## src/rtl/fsm_seq_pkg.sv

```systemverilog
// Shared types and constants for the FSM test-vector sequencer.
// The state encoding, default widths and MISR taps live here so top and MISR agree.
package fsm_seq_pkg;

  localparam int XW_DEF    = 10;
  localparam int YW_DEF    = 12;
  localparam int DEPTH_DEF = 16;
  localparam int AW_DEF    = 4;
  localparam int HW_DEF    = 4;

  // Feedback taps on signature bits 11, 5, 3 and 0
  localparam logic [11:0] MISR_TAPS = 12'h829;

  localparam int DRST_CYCLES = 2;

  typedef enum logic [1:0] {
    IDLE  = 2'd0,
    DRST  = 2'd1,
    APPLY = 2'd2,
    DONE  = 2'd3
  } seq_state_t;

endpackage

```

## src/rtl/seq_misr.sv

```systemverilog
// Multiple-input signature register: shifts left with parity feedback from TAPS
// and folds the captured data word in on every capture cycle.
module seq_misr
  import fsm_seq_pkg::*;
#(
  parameter int            YW   = YW_DEF,
  parameter logic [YW-1:0] TAPS = YW'(MISR_TAPS)
) (
  input  logic          clk,
  input  logic          rst,
  input  logic          i_clear,
  input  logic          i_capture,
  input  logic [YW-1:0] i_data,
  output logic [YW-1:0] o_signature
);

  logic [YW-1:0] r_sig;
  logic          w_fb;

  assign w_fb = ^(r_sig & TAPS);

  // Clear wins over capture so a new run always starts from zero
  always_ff @(posedge clk or posedge rst) begin
    if (rst) begin
      r_sig <= '0;
    end else if (i_clear) begin
      r_sig <= '0;
    end else if (i_capture) begin
      r_sig <= {r_sig[YW-2:0], w_fb} ^ i_data;
    end
  end

  assign o_signature = r_sig;

endmodule

```

## src/rtl/fsm_vec_sequencer.sv

```systemverilog
// Test sequencer: resets an attached FSM, plays a programmable vector table to it
// with a per-vector hold time, and compacts the FSM outputs into a MISR signature.
module fsm_vec_sequencer
  import fsm_seq_pkg::*;
#(
  parameter int XW    = XW_DEF,
  parameter int YW    = YW_DEF,
  parameter int DEPTH = DEPTH_DEF,
  parameter int AW    = AW_DEF,
  parameter int HW    = HW_DEF
) (
  input  logic          clk,
  input  logic          rst,
  input  logic          i_cfg_we,
  input  logic [AW-1:0] i_cfg_addr,
  input  logic [XW-1:0] i_cfg_wdata,
  input  logic [AW:0]   i_cfg_len,
  input  logic [HW-1:0] i_hold_cycles,
  input  logic          i_start,
  input  logic          i_abort,
  output logic          o_busy,
  output logic          o_done,
  output logic          o_err,
  output logic          o_dut_rst,
  output logic [XW-1:0] o_dut_x,
  input  logic [YW-1:0] i_dut_y,
  output logic [YW-1:0] o_signature,
  output logic [AW:0]   o_vec_count
);

  localparam logic [AW:0] LEN_MAX   = (AW+1)'(DEPTH);
  localparam logic [AW:0] LEN_ONE   = (AW+1)'(1);
  localparam logic [1:0]  DRST_LAST = 2'(DRST_CYCLES - 1);

  logic [XW-1:0] r_table [DEPTH];

  seq_state_t    r_state, w_state_nxt;
  logic [1:0]    r_dcnt, w_dcnt_nxt;
  logic [AW-1:0] r_idx, w_idx_nxt;
  logic [HW-1:0] r_hcnt, w_hcnt_nxt;
  logic [AW:0]   r_len;
  logic [HW-1:0] r_hold;
  logic [AW:0]   r_vcnt, w_vcnt_nxt;
  logic          r_err, w_err_nxt;
  logic          r_busy, w_busy_nxt;
  logic          r_done, w_done_nxt;
  logic          r_dut_rst, w_dut_rst_nxt;
  logic [XW-1:0] r_dut_x, w_dut_x_nxt;

  logic w_len_ok, w_accept, w_reject, w_capture, w_cancel, w_last;

  assign w_len_ok = (i_cfg_len != '0) && (i_cfg_len <= LEN_MAX);
  assign w_last   = ({1'b0, r_idx} == (r_len - LEN_ONE));

  // The table has no reset and only accepts writes while idle
  always_ff @(posedge clk) begin
    if (r_state == IDLE && i_cfg_we) begin
      r_table[i_cfg_addr] <= i_cfg_wdata;
    end
  end

  always_comb begin
    w_state_nxt = r_state;
    w_dcnt_nxt  = r_dcnt;
    w_idx_nxt   = r_idx;
    w_hcnt_nxt  = r_hcnt;
    w_accept    = 1'b0;
    w_reject    = 1'b0;
    w_capture   = 1'b0;
    w_cancel    = 1'b0;
    case (r_state)
      IDLE: begin
        if (i_start && !i_abort) begin
          if (w_len_ok) begin
            w_accept    = 1'b1;
            w_state_nxt = DRST;
            w_dcnt_nxt  = '0;
          end else begin
            w_reject = 1'b1;
          end
        end
      end
      DRST: begin
        if (i_abort) begin
          w_cancel    = 1'b1;
          w_state_nxt = IDLE;
        end else if (r_dcnt == DRST_LAST) begin
          w_state_nxt = APPLY;
          w_idx_nxt   = '0;
          w_hcnt_nxt  = r_hold;
        end else begin
          w_dcnt_nxt = r_dcnt + 2'd1;
        end
      end
      APPLY: begin
        // A vector is captured only on the last cycle of its hold window
        if (i_abort) begin
          w_cancel    = 1'b1;
          w_state_nxt = IDLE;
        end else if (r_hcnt != '0) begin
          w_hcnt_nxt = r_hcnt - HW'(1);
        end else begin
          w_capture = 1'b1;
          if (w_last) begin
            w_state_nxt = DONE;
          end else begin
            w_idx_nxt  = r_idx + AW'(1);
            w_hcnt_nxt = r_hold;
          end
        end
      end
      DONE: begin
        w_state_nxt = IDLE;
      end
      default: begin
        w_state_nxt = IDLE;
      end
    endcase
  end

  // Outputs are decoded from the next state so they register in step with it
  always_comb begin
    w_busy_nxt    = (w_state_nxt == DRST) || (w_state_nxt == APPLY);
    w_done_nxt    = (w_state_nxt == DONE);
    w_dut_rst_nxt = (w_state_nxt != APPLY);
    w_dut_x_nxt   = (w_state_nxt == APPLY) ? r_table[w_idx_nxt] : '0;
    w_err_nxt     = r_err;
    if (w_accept) begin
      w_err_nxt = 1'b0;
    end else if (w_reject || w_cancel) begin
      w_err_nxt = 1'b1;
    end
    w_vcnt_nxt = r_vcnt;
    if (w_accept) begin
      w_vcnt_nxt = '0;
    end else if (w_capture) begin
      w_vcnt_nxt = r_vcnt + (AW+1)'(1);
    end
  end

  always_ff @(posedge clk or posedge rst) begin
    if (rst) begin
      r_state   <= IDLE;
      r_dcnt    <= '0;
      r_idx     <= '0;
      r_hcnt    <= '0;
      r_len     <= '0;
      r_hold    <= '0;
      r_vcnt    <= '0;
      r_err     <= 1'b0;
      r_busy    <= 1'b0;
      r_done    <= 1'b0;
      r_dut_rst <= 1'b1;
      r_dut_x   <= '0;
    end else begin
      r_state   <= w_state_nxt;
      r_dcnt    <= w_dcnt_nxt;
      r_idx     <= w_idx_nxt;
      r_hcnt    <= w_hcnt_nxt;
      r_vcnt    <= w_vcnt_nxt;
      r_err     <= w_err_nxt;
      r_busy    <= w_busy_nxt;
      r_done    <= w_done_nxt;
      r_dut_rst <= w_dut_rst_nxt;
      r_dut_x   <= w_dut_x_nxt;
      if (w_accept) begin
        r_len  <= i_cfg_len;
        r_hold <= i_hold_cycles;
      end
    end
  end

  seq_misr #(
    .YW   (YW),
    .TAPS (YW'(MISR_TAPS))
  ) u_misr (
    .clk         (clk),
    .rst         (rst),
    .i_clear     (w_accept),
    .i_capture   (w_capture),
    .i_data      (i_dut_y),
    .o_signature (o_signature)
  );

  assign o_busy      = r_busy;
  assign o_done      = r_done;
  assign o_err       = r_err;
  assign o_dut_rst   = r_dut_rst;
  assign o_dut_x     = r_dut_x;
  assign o_vec_count = r_vcnt;

endmodule

```

## config.mk

```make
export PLATFORM = sky130hd
export DESIGN_NAME = fsm_vec_sequencer
export DESIGN_NICKNAME = d
export VERILOG_FILES = /design/src/rtl/fsm_seq_pkg.sv /design/src/rtl/seq_misr.sv /design/src/rtl/fsm_vec_sequencer.sv
export SDC_FILE = /design/constraint.sdc
export NUM_CORES = 1
export LEC_CHECK = 0
export ABC_AREA = 1
export BUFFER_PORTS_ARGS = -buffer_cell sky130_fd_sc_hd__buf_2
export CAP_MARGIN = 20
export CELL_PAD_IN_SITES_DETAIL_PLACEMENT = 0
export CELL_PAD_IN_SITES_GLOBAL_PLACEMENT = 1
export CORE_MARGIN = 5
export CORE_UTILIZATION = 48
export DETAILED_ROUTE_END_ITERATION = 12
export GPL_TIMING_DRIVEN = 1
export PLACE_DENSITY_LB_ADDON = 0.1
export SLEW_MARGIN = 15
export SYNTH_ARGS = -nofsm -noshare
export SYNTH_HDL_FRONTEND = slang
export SYNTH_SLANG_ARGS = --single-unit
```

## constraint.sdc

```tcl
create_clock -name clk -period 2.5 [get_ports clk]
set_input_delay 0.5 -clock clk [delete_from_list [all_inputs] [get_ports clk]]
set_output_delay 0.5 -clock clk [all_outputs]
set_load 0.1 [all_outputs]
```

Word level (Yosys, flattened, before mapping)
Memories as Yosys holds them, arrays and structs flattened. Index checks and enable logic that the tools add are counted.

Latch bits: 0. Logic and storage cells: 99. Bits in registers: 52. Memories: 1. ROM bits: 0. Memory bits (writable): 160.

Add/sub/neg operators: 5. Shift-type cells: 0. Equal/unequal tests: 16. Divide/modulo/power cells: 0. Multipliers: 0. Reduce and logical (&&, ||, !) cells: 17. Bitwise operators: 1. Magnitude comparators: 1. Muxes and demuxes: 45.

Memory list: r_table (depth 16, bits a word 10, read ports 1, clocked after Yosys merged registers in 0, wr ports 1, RTL line fsm_vec_sequencer.sv:35) `logic [XW-1:0] r_table [DEPTH];`.

Operators with widths (number): $mux W4 (10); $mux W12 (2); $mux W2 (11); $pmux W4 S2 (2); $mux W1 (15); $ne A2 B2 Y1 const B (6); $reduce_xor A12 Y1 (1); $xor A12 B12 Y12 (1); $mux W10 (1); $mux W5 (2); $reduce_and A5 Y1 (2); $eq A2 B2 Y1 const B (4); $pmux W2 S4 (1); $reduce_bool A2 Y1 (4); $eq A2 B1 Y1 const B (3); $add A5 B1 Y5 const B (1); $eq A4 B5 Y1 (1); $le A5 B5 Y1 const B (1); $reduce_bool A5 Y1 (1); $sub A5 B1 Y5 const B (1); $add A4 B1 Y4 const B (1); $pmux W2 S2 (1); $reduce_bool A4 Y1 (1); $sub A4 B1 Y4 const B (1); 8 further kinds (11).

Depth between registers and ports, before layout
Depth after elaboration: 8. Gate-level depth with buffers: 20. Mapped depth without buffers: 19.

Cells and area by module
Synthesis repeated with hierarchy kept, for this count alone.

Cells, all modules: 866. Area, all modules: 9232.6 µm².

By module, submodules not included: fsm_vec_sequencer (seq. area each 5806.8 µm², area each 8590.7 µm², times used 1, cells each 794); seq_misr (seq. area each 300.3 µm², area each 641.9 µm², times used 1, cells each 72).

Worst setup path after synthesis
OpenSTA, ideal clock, no wires.

Kind: input to register. Start: in i_cfg_len[2]. End: reg r_dut_x[0] (netlist: o_dut_x[0]). Data arrival time: 2.149 ns. Path buffers: 2. Slack: 0.234 ns. Stages on the path: 13. Required time: 2.383 ns. Cell sequence: nor2_1 -> nand2_1 -> xor2_1 -> nand3_1 -> nor2_1 -> inv_1 -> clkbuf_1 -> o211ai_1 -> inv_1 -> ha_1 -> clkbuf_1 -> nand2_1 -> nor2_1.

Longest elaborated chain between the ends: 7. Elaborated cells on any way between the ends: 8. Those cells by class: order compare: 1; eq/ne: 1; mux: 4; reduce/logical: 2.

Ends and longest elaborated chain: from (decl) (RTL line fsm_vec_sequencer.sv:17) `input logic [AW:0] i_cfg_len,`; $le A5 B5 Y1 / $reduce_bool A5 Y1 (equally long branches) (RTL line fsm_vec_sequencer.sv:52) `assign w_len_ok = (i_cfg_len != '0) && (i_cfg_len <= LEN_MAX);`; $logic_and A1 B1 Y1 (*) (RTL line fsm_vec_sequencer.sv:52); $mux W2 (*) (RTL line fsm_vec_sequencer.sv:74) `if (w_len_ok) begin`; $mux W2 (*) (RTL line fsm_vec_sequencer.sv:73) `if (i_start && !i_abort) begin`; $pmux W2 S4 (*) (RTL line fsm_vec_sequencer.sv:71) `case (r_state)`; via w_state_nxt[0] (RTL line fsm_vec_sequencer.sv:37) `seq_state_t r_state, w_state_nxt;`; $eq A2 B2 Y1 (*) (RTL line fsm_vec_sequencer.sv:126) `w_dut_x_nxt = (w_state_nxt == APPLY) ? r_table[w_idx_nxt] : '0;`; $mux W10 (*) (RTL line fsm_vec_sequencer.sv:126); via w_dut_x_nxt[0] (RTL line fsm_vec_sequencer.sv:48) `logic [XW-1:0] r_dut_x, w_dut_x_nxt;`; to (signal assigned) (RTL line fsm_vec_sequencer.sv:165) `r_dut_x <= w_dut_x_nxt;`; to (decl) (RTL line fsm_vec_sequencer.sv:48).

Mark *: on every way through the listed nets, which the timed path passes. The rest lies on a longest branch. A chain may end at the register's enable or synchronous reset.

Worst setup path in the final report
Start: reg r_len[0]. End: reg r_dut_x[5] (netlist: o_dut_x[5]).

Longest elaborated chain between the ends: 8. Elaborated cells on any way between the ends: 13. Those cells by class: add/sub: 1; eq/ne: 2; mux: 9; memory: 1.

Ends and longest elaborated chain: from (decl) (RTL line fsm_vec_sequencer.sv:41) `logic [AW:0] r_len;`; from (signal assigned) (RTL line fsm_vec_sequencer.sv:167) `r_len <= i_cfg_len;`; $sub A5 B1 Y5 (*) (RTL line fsm_vec_sequencer.sv:53) `assign w_last = ({1'b0, r_idx} == (r_len - LEN_ONE));`; $eq A4 B5 Y1 (*) (RTL line fsm_vec_sequencer.sv:53); $mux W4 / $mux W2 (equally long branches) (RTL line fsm_vec_sequencer.sv:104) `if (w_last) begin`; $mux W4 / $mux W2 (equally long branches) (RTL line fsm_vec_sequencer.sv:100) `end else if (r_hcnt != '0) begin`; $mux W4 / $mux W2 (equally long branches) (RTL line fsm_vec_sequencer.sv:97) `if (i_abort) begin`; $pmux W4 S2 / $pmux W2 S4 (equally long branches) (RTL line fsm_vec_sequencer.sv:71); $mem_v2 Z16 W10 / $eq A2 B2 Y1 (equally long branches); $mux W10 (*) (RTL line fsm_vec_sequencer.sv:126); via w_dut_x_nxt[5] (RTL line fsm_vec_sequencer.sv:48).

Marked as above.

==> metrics list <==
- The run finished with clean final reports.
* Die Ht: 149 um
- End-of-flow core utilization: 60.8%
* CP cell instances: inv_2, ha_4, nand2_2, inv_2, nor2_2, nand3_1, nor2_1, nand2_2, nand2_2, nand2_1, nand3_2, nand2_4, o21ai_4, clkbuf_16, nand3_1, nand3_1, nand3_1, nand2_1, nor2_1
* Netlist Area Pre-Place: 9210 um2
- All-Layer GR Usage: 20.7%
* Core footprint: 18800 um2
- Counting along the longest clock path gives a buffer depth of 3.
* Number of core rows: 50
* Share of the synthesized area in compound gates (AO/OA/AOI/OAI): 4.48%
- Root buf cell: sky130_fd_sc_hd__clkbuf_16
* Final antenna diode count: 0
* Die width: 149 um
* Worst Setup End Kind: flip-flop
- Summing all placed instances gives a cell area of 10200 um2.
- The clock reaches the later pin of the worst-skew pair after 0.51 ns.
* Post-route cell area: 11500 um2
- Setup violations remaining at the end of the flow were counted as 0.
- Post-synthesis mux area share: 0.122%
* Number of vias in the routed layout: 6904
* Largest incremental delay on the critical path: 0.39 ns
- Setup repair after global routing could not meet its margin everywhere.
- Req. time, crit path: 2.90 ns
* Data arrival time of the critical path: 2.89 ns
- Total instance count after detailed placement: 1184
- TritonCTS built the clock tree.
* Seq cells post-synth: 212
* Number of cells in the finished layout apart from fillers: 1251
- The tool flagged a number of max-cap violations equal to 0.
- From synthesis to final layout, the design area changed by 24.3%.
* Number of buffer and inverter stages on the critical path: 3
* Area taken by flip-flops and latches: 6110 um2
- The congestion estimate from routability-driven global placement came to 0.804.
- Reported leakage power: 4.64 nW
- H-Tree Level Count: 1
* Post-synthesis share of cell area spent on full adders, half adders and majority gates: 1.36%
- DRC violation total after the first TritonRoute iteration: 537
- Hold Crit Class: primary input to flip-flop
* Maximum clock rate: 402 MHz
- Fill cells in the final layout number 1530.
- The number of hold violations in the final report was 0.
* Most area-consuming cells after synthesis: sky130_fd_sc_hd__edfxtp_1 (52%), sky130_fd_sc_hd__dfrtp_1 (14%), sky130_fd_sc_hd__nand3_1 (11%), sky130_fd_sc_hd__nand2_1 (7.7%), sky130_fd_sc_hd__nor2_1 (2.2%)
* Total CTS buffers: 24
- Global routing used 28.7% of the available met1 tracks.
- Net count after synthesis: 901
- Final Critical Period: 2.49 ns
- Synthesized area per cell: 10.8 um2
* Critical setup path kind: flip-flop to flip-flop
* DP Wirelength: 14500 um
- Avg Vias per Cell: 5.52
* Fraction of final layout cells sized beyond drive strength 1: 21.9%
* Global routing met2 resource utilization: 34.4%
- # nets final: 1023
* Pin count of the biggest net entering global routing: 71
* Number of detailed-routing iterations run before antenna repair: 5
- Clock-pin slew was measured on the worst setup and hold paths at 0.06 ns.
* Max Fanout on Critical Path: 6
- Crit path max-delay family: simple AND/OR/NAND/NOR gates
- First-pass GRT wire length: 36000 um
- The count of buffers added on input and output ports is 70.
- Post-Synthesis Cells: 851
- Summing all multi-input logic gate instances after layout gives 2880 um2.
* Fraction of met3 tracks used by global routing: 3.35%
- The top cell type by area accounts for 52.1% of the synthesized area.
- WL/cell: 19.5 um
- Combinational family with the most area after synthesis: simple AND/OR/NAND/NOR gates
* Synth warnings: 0
- Post-synthesis share of cell area spent on xor and xnor gates: 1.52%
* Via count of the first global-routing pass: 6491
- Sum of internal, switching and leakage power: 17.1 mW
- The die covers 22100 um2.
- Transition time at the pin with the least slew margin: 0.551 ns
- Sequential cell area fraction in the yosys report: 66.3%
- Of the available clock period, the critical path in the final layout requires 99.5%.
- The worst-case IR drop observed on VDD is 0.000759 V.
- Summed over all layers, the routed wires come to 24400 um.
- The detail route stage leaves a number of antenna-violating nets equal to 0.
- Counting every sink on the clock net gives 212.
- Power per unit of standard cell area: 1490 nW/um2
- For the final database, setup skew stands at 0.0121 ns.
- Counting stages on the worst path, the most repeated cell is sky130_fd_sc_hd__nand3_1.
* Slowest cell on the critical path: sky130_fd_sc_hd__dfrtp_1
* IO Count: 71
- Global-route congestion overflow total: 0
* Relative slew slack: 63.5%
* Antenna violations before repair: 0
- CP Launch Type: flip-flop
- Area fraction in and, or, nand and nor cells after synthesis: 21.9%
- Biggest area consumer among synthesized cells: sky130_fd_sc_hd__edfxtp_1
- In the final timing run, aggregate negative setup slack is 0 ns.
- After detailed routing, the number of remaining DRC violations is 0.
- The max-slew violation count is 0.
* Initial Utilization: 48.9%
- Grt peak-use layer: met2
- Synthesis instantiated 39 different standard cells from the library.
[metrics by stage]
stage               setup slack [ns]  hold slack [ns]
global placement             -0.0844            0.459
finish                        0.0132            0.196
floorplan                      0.234            0.438
global route                  -0.153            0.195
detailed placement           -0.0775            0.468
CTS                          0.00419            0.178
[layout make-up]
| class | instances | area share, % |
|---|---|---|
| clock buffers | 29 | 5.59 |
| clock inverters | 15 | 1.30 |
| inverters | 40 | 1.31 |
| multi-input cells | 558 | 25.2 |
| flip-flops and latches | 212 | 53.3 |
| well taps | 260 | 2.84 |
| repair buffers | 136 | 10.4 |
| repair inverters | 1 | 0.0437 |
[power breakdown]
group | internal, mW | leakage (nW) | switching, mW
Combinational | 3.60 | 2.13 | 5.73
Clock | 2.13 | 0.383 | 1.36
Sequential | 4.10 | 2.13 | 0.187
[path summary, 6_finish.rpt]
kind / depth (start not counted) / endpoint / startpoint / slack (ns)
hold reg to reg: 2 / r_hold[1] / r_hold[1] / 0.48
setup / recovery: 19 / o_dut_x[5] / r_len[0] / 0.01
max in group asynchronous: 4 / o_dut_rst / rst / 1.34
min in group asynchronous: 3 / r_idx[1] / rst / 0.54
setup reg to reg: 19 / o_dut_x[5] / r_len[0] / 0.01
hold / removal: 3 / r_hold[2] / i_hold_cycles[2] / 0.20
[cell families (layout without fill, tap and decap cells)]
| logic type | after synthesis | count (layout) |
|---|---|---|
| compound gates | 73 | 74 |
| xor+xnor | 16 | 16 |
| fa+ha+maj | 10 | 10 |
| buf+inv | 84 | 221 |
| flops | 212 | 212 |
| mux | 1 | 1 |
| simple gates | 455 | 457 |
[layout by cell type, fill, tap and decap left out, drive strengths merged, types with 2 or more instances in the layout]
cell type	instances
nor3	3
bufinv	3
a31oi	4
o21ai	29
clkbuf	37
dfrtp	51
o22ai	2
nand2	196
xnor2	14
clkinv	10
a21oi	29
o211ai	3
edfxtp	160
nor2	54
inv	40
nand3	198
buf	127
ha	10
nand4	3
nand3b	2
xor2	2
clkinvlp	3
[timing repair]
action / 4_1_cts / 5_1_grt
resized for setup: 2 / 34
pin swaps: 1 / 21
endpoints found under the hold margin: 11 / 0
setup endpoints to repair: 8 / 10
buffers inserted: 2 / 5
hold buffers: 1 / 0
gates cloned: 1 / 14
[worst register-to-register path, stage by stage (launching register included)]
cell	delay [ns]
sky130_fd_sc_hd__dfrtp_1	0.39
sky130_fd_sc_hd__inv_2	0.08
sky130_fd_sc_hd__ha_4	0.20
sky130_fd_sc_hd__nand2_2	0.06
sky130_fd_sc_hd__inv_2	0.03
sky130_fd_sc_hd__nor2_2	0.08
sky130_fd_sc_hd__nand3_1	0.07
sky130_fd_sc_hd__nor2_1	0.13
sky130_fd_sc_hd__nand2_2	0.11
sky130_fd_sc_hd__nand2_2	0.11
sky130_fd_sc_hd__nand2_1	0.07
sky130_fd_sc_hd__nand3_2	0.12
sky130_fd_sc_hd__nand2_4	0.09
sky130_fd_sc_hd__o21ai_4	0.21
sky130_fd_sc_hd__clkbuf_16	0.25
sky130_fd_sc_hd__nand3_1	0.09
sky130_fd_sc_hd__nand3_1	0.08
sky130_fd_sc_hd__nand3_1	0.09
sky130_fd_sc_hd__nand2_1	0.08
sky130_fd_sc_hd__nor2_1	0.05
[state kept, by name, indices dropped and copies added (netlist names)]
name	cells
r_table	160
u_misr.o_signature	12
o_dut_x	10
o_vec_count	5
r_len	5
r_hcnt	4
r_hold	4
r_idx	4
r_dcnt	2
r_state	2
o_busy	1
o_done	1
o_dut_rst	1
o_err	1
[synthesized netlist by cell type (all sizes together)]
cell type,count
a21oi,29
a22oi,1
a2bb2oi,1
a31o,1
a31oi,4
and3,1
buf,30
clkbuf,14
dfrtp,51
dfstp,1
edfxtp,160
ha,10
inv,40
mux2,1
nand2,194
nand3,198
nand3b,2
nand4,3
nor2,54
nor3,3
o211ai,3
o21a,1
o21ai,28
o221a,1
o221ai,1
o22ai,2
o31ai,1
xnor2,14
xor2,2
[per-layer routing]
layer,share of wire (%),up-vias,wire (um)
met1,42,3353,10200
met5,0,-,0
met2,48,280,11800
met3,7.7,47,1870
met4,2.3,0,572
li1,-,3224,-
No activity file was read; power rests on OpenSTA's default activity.
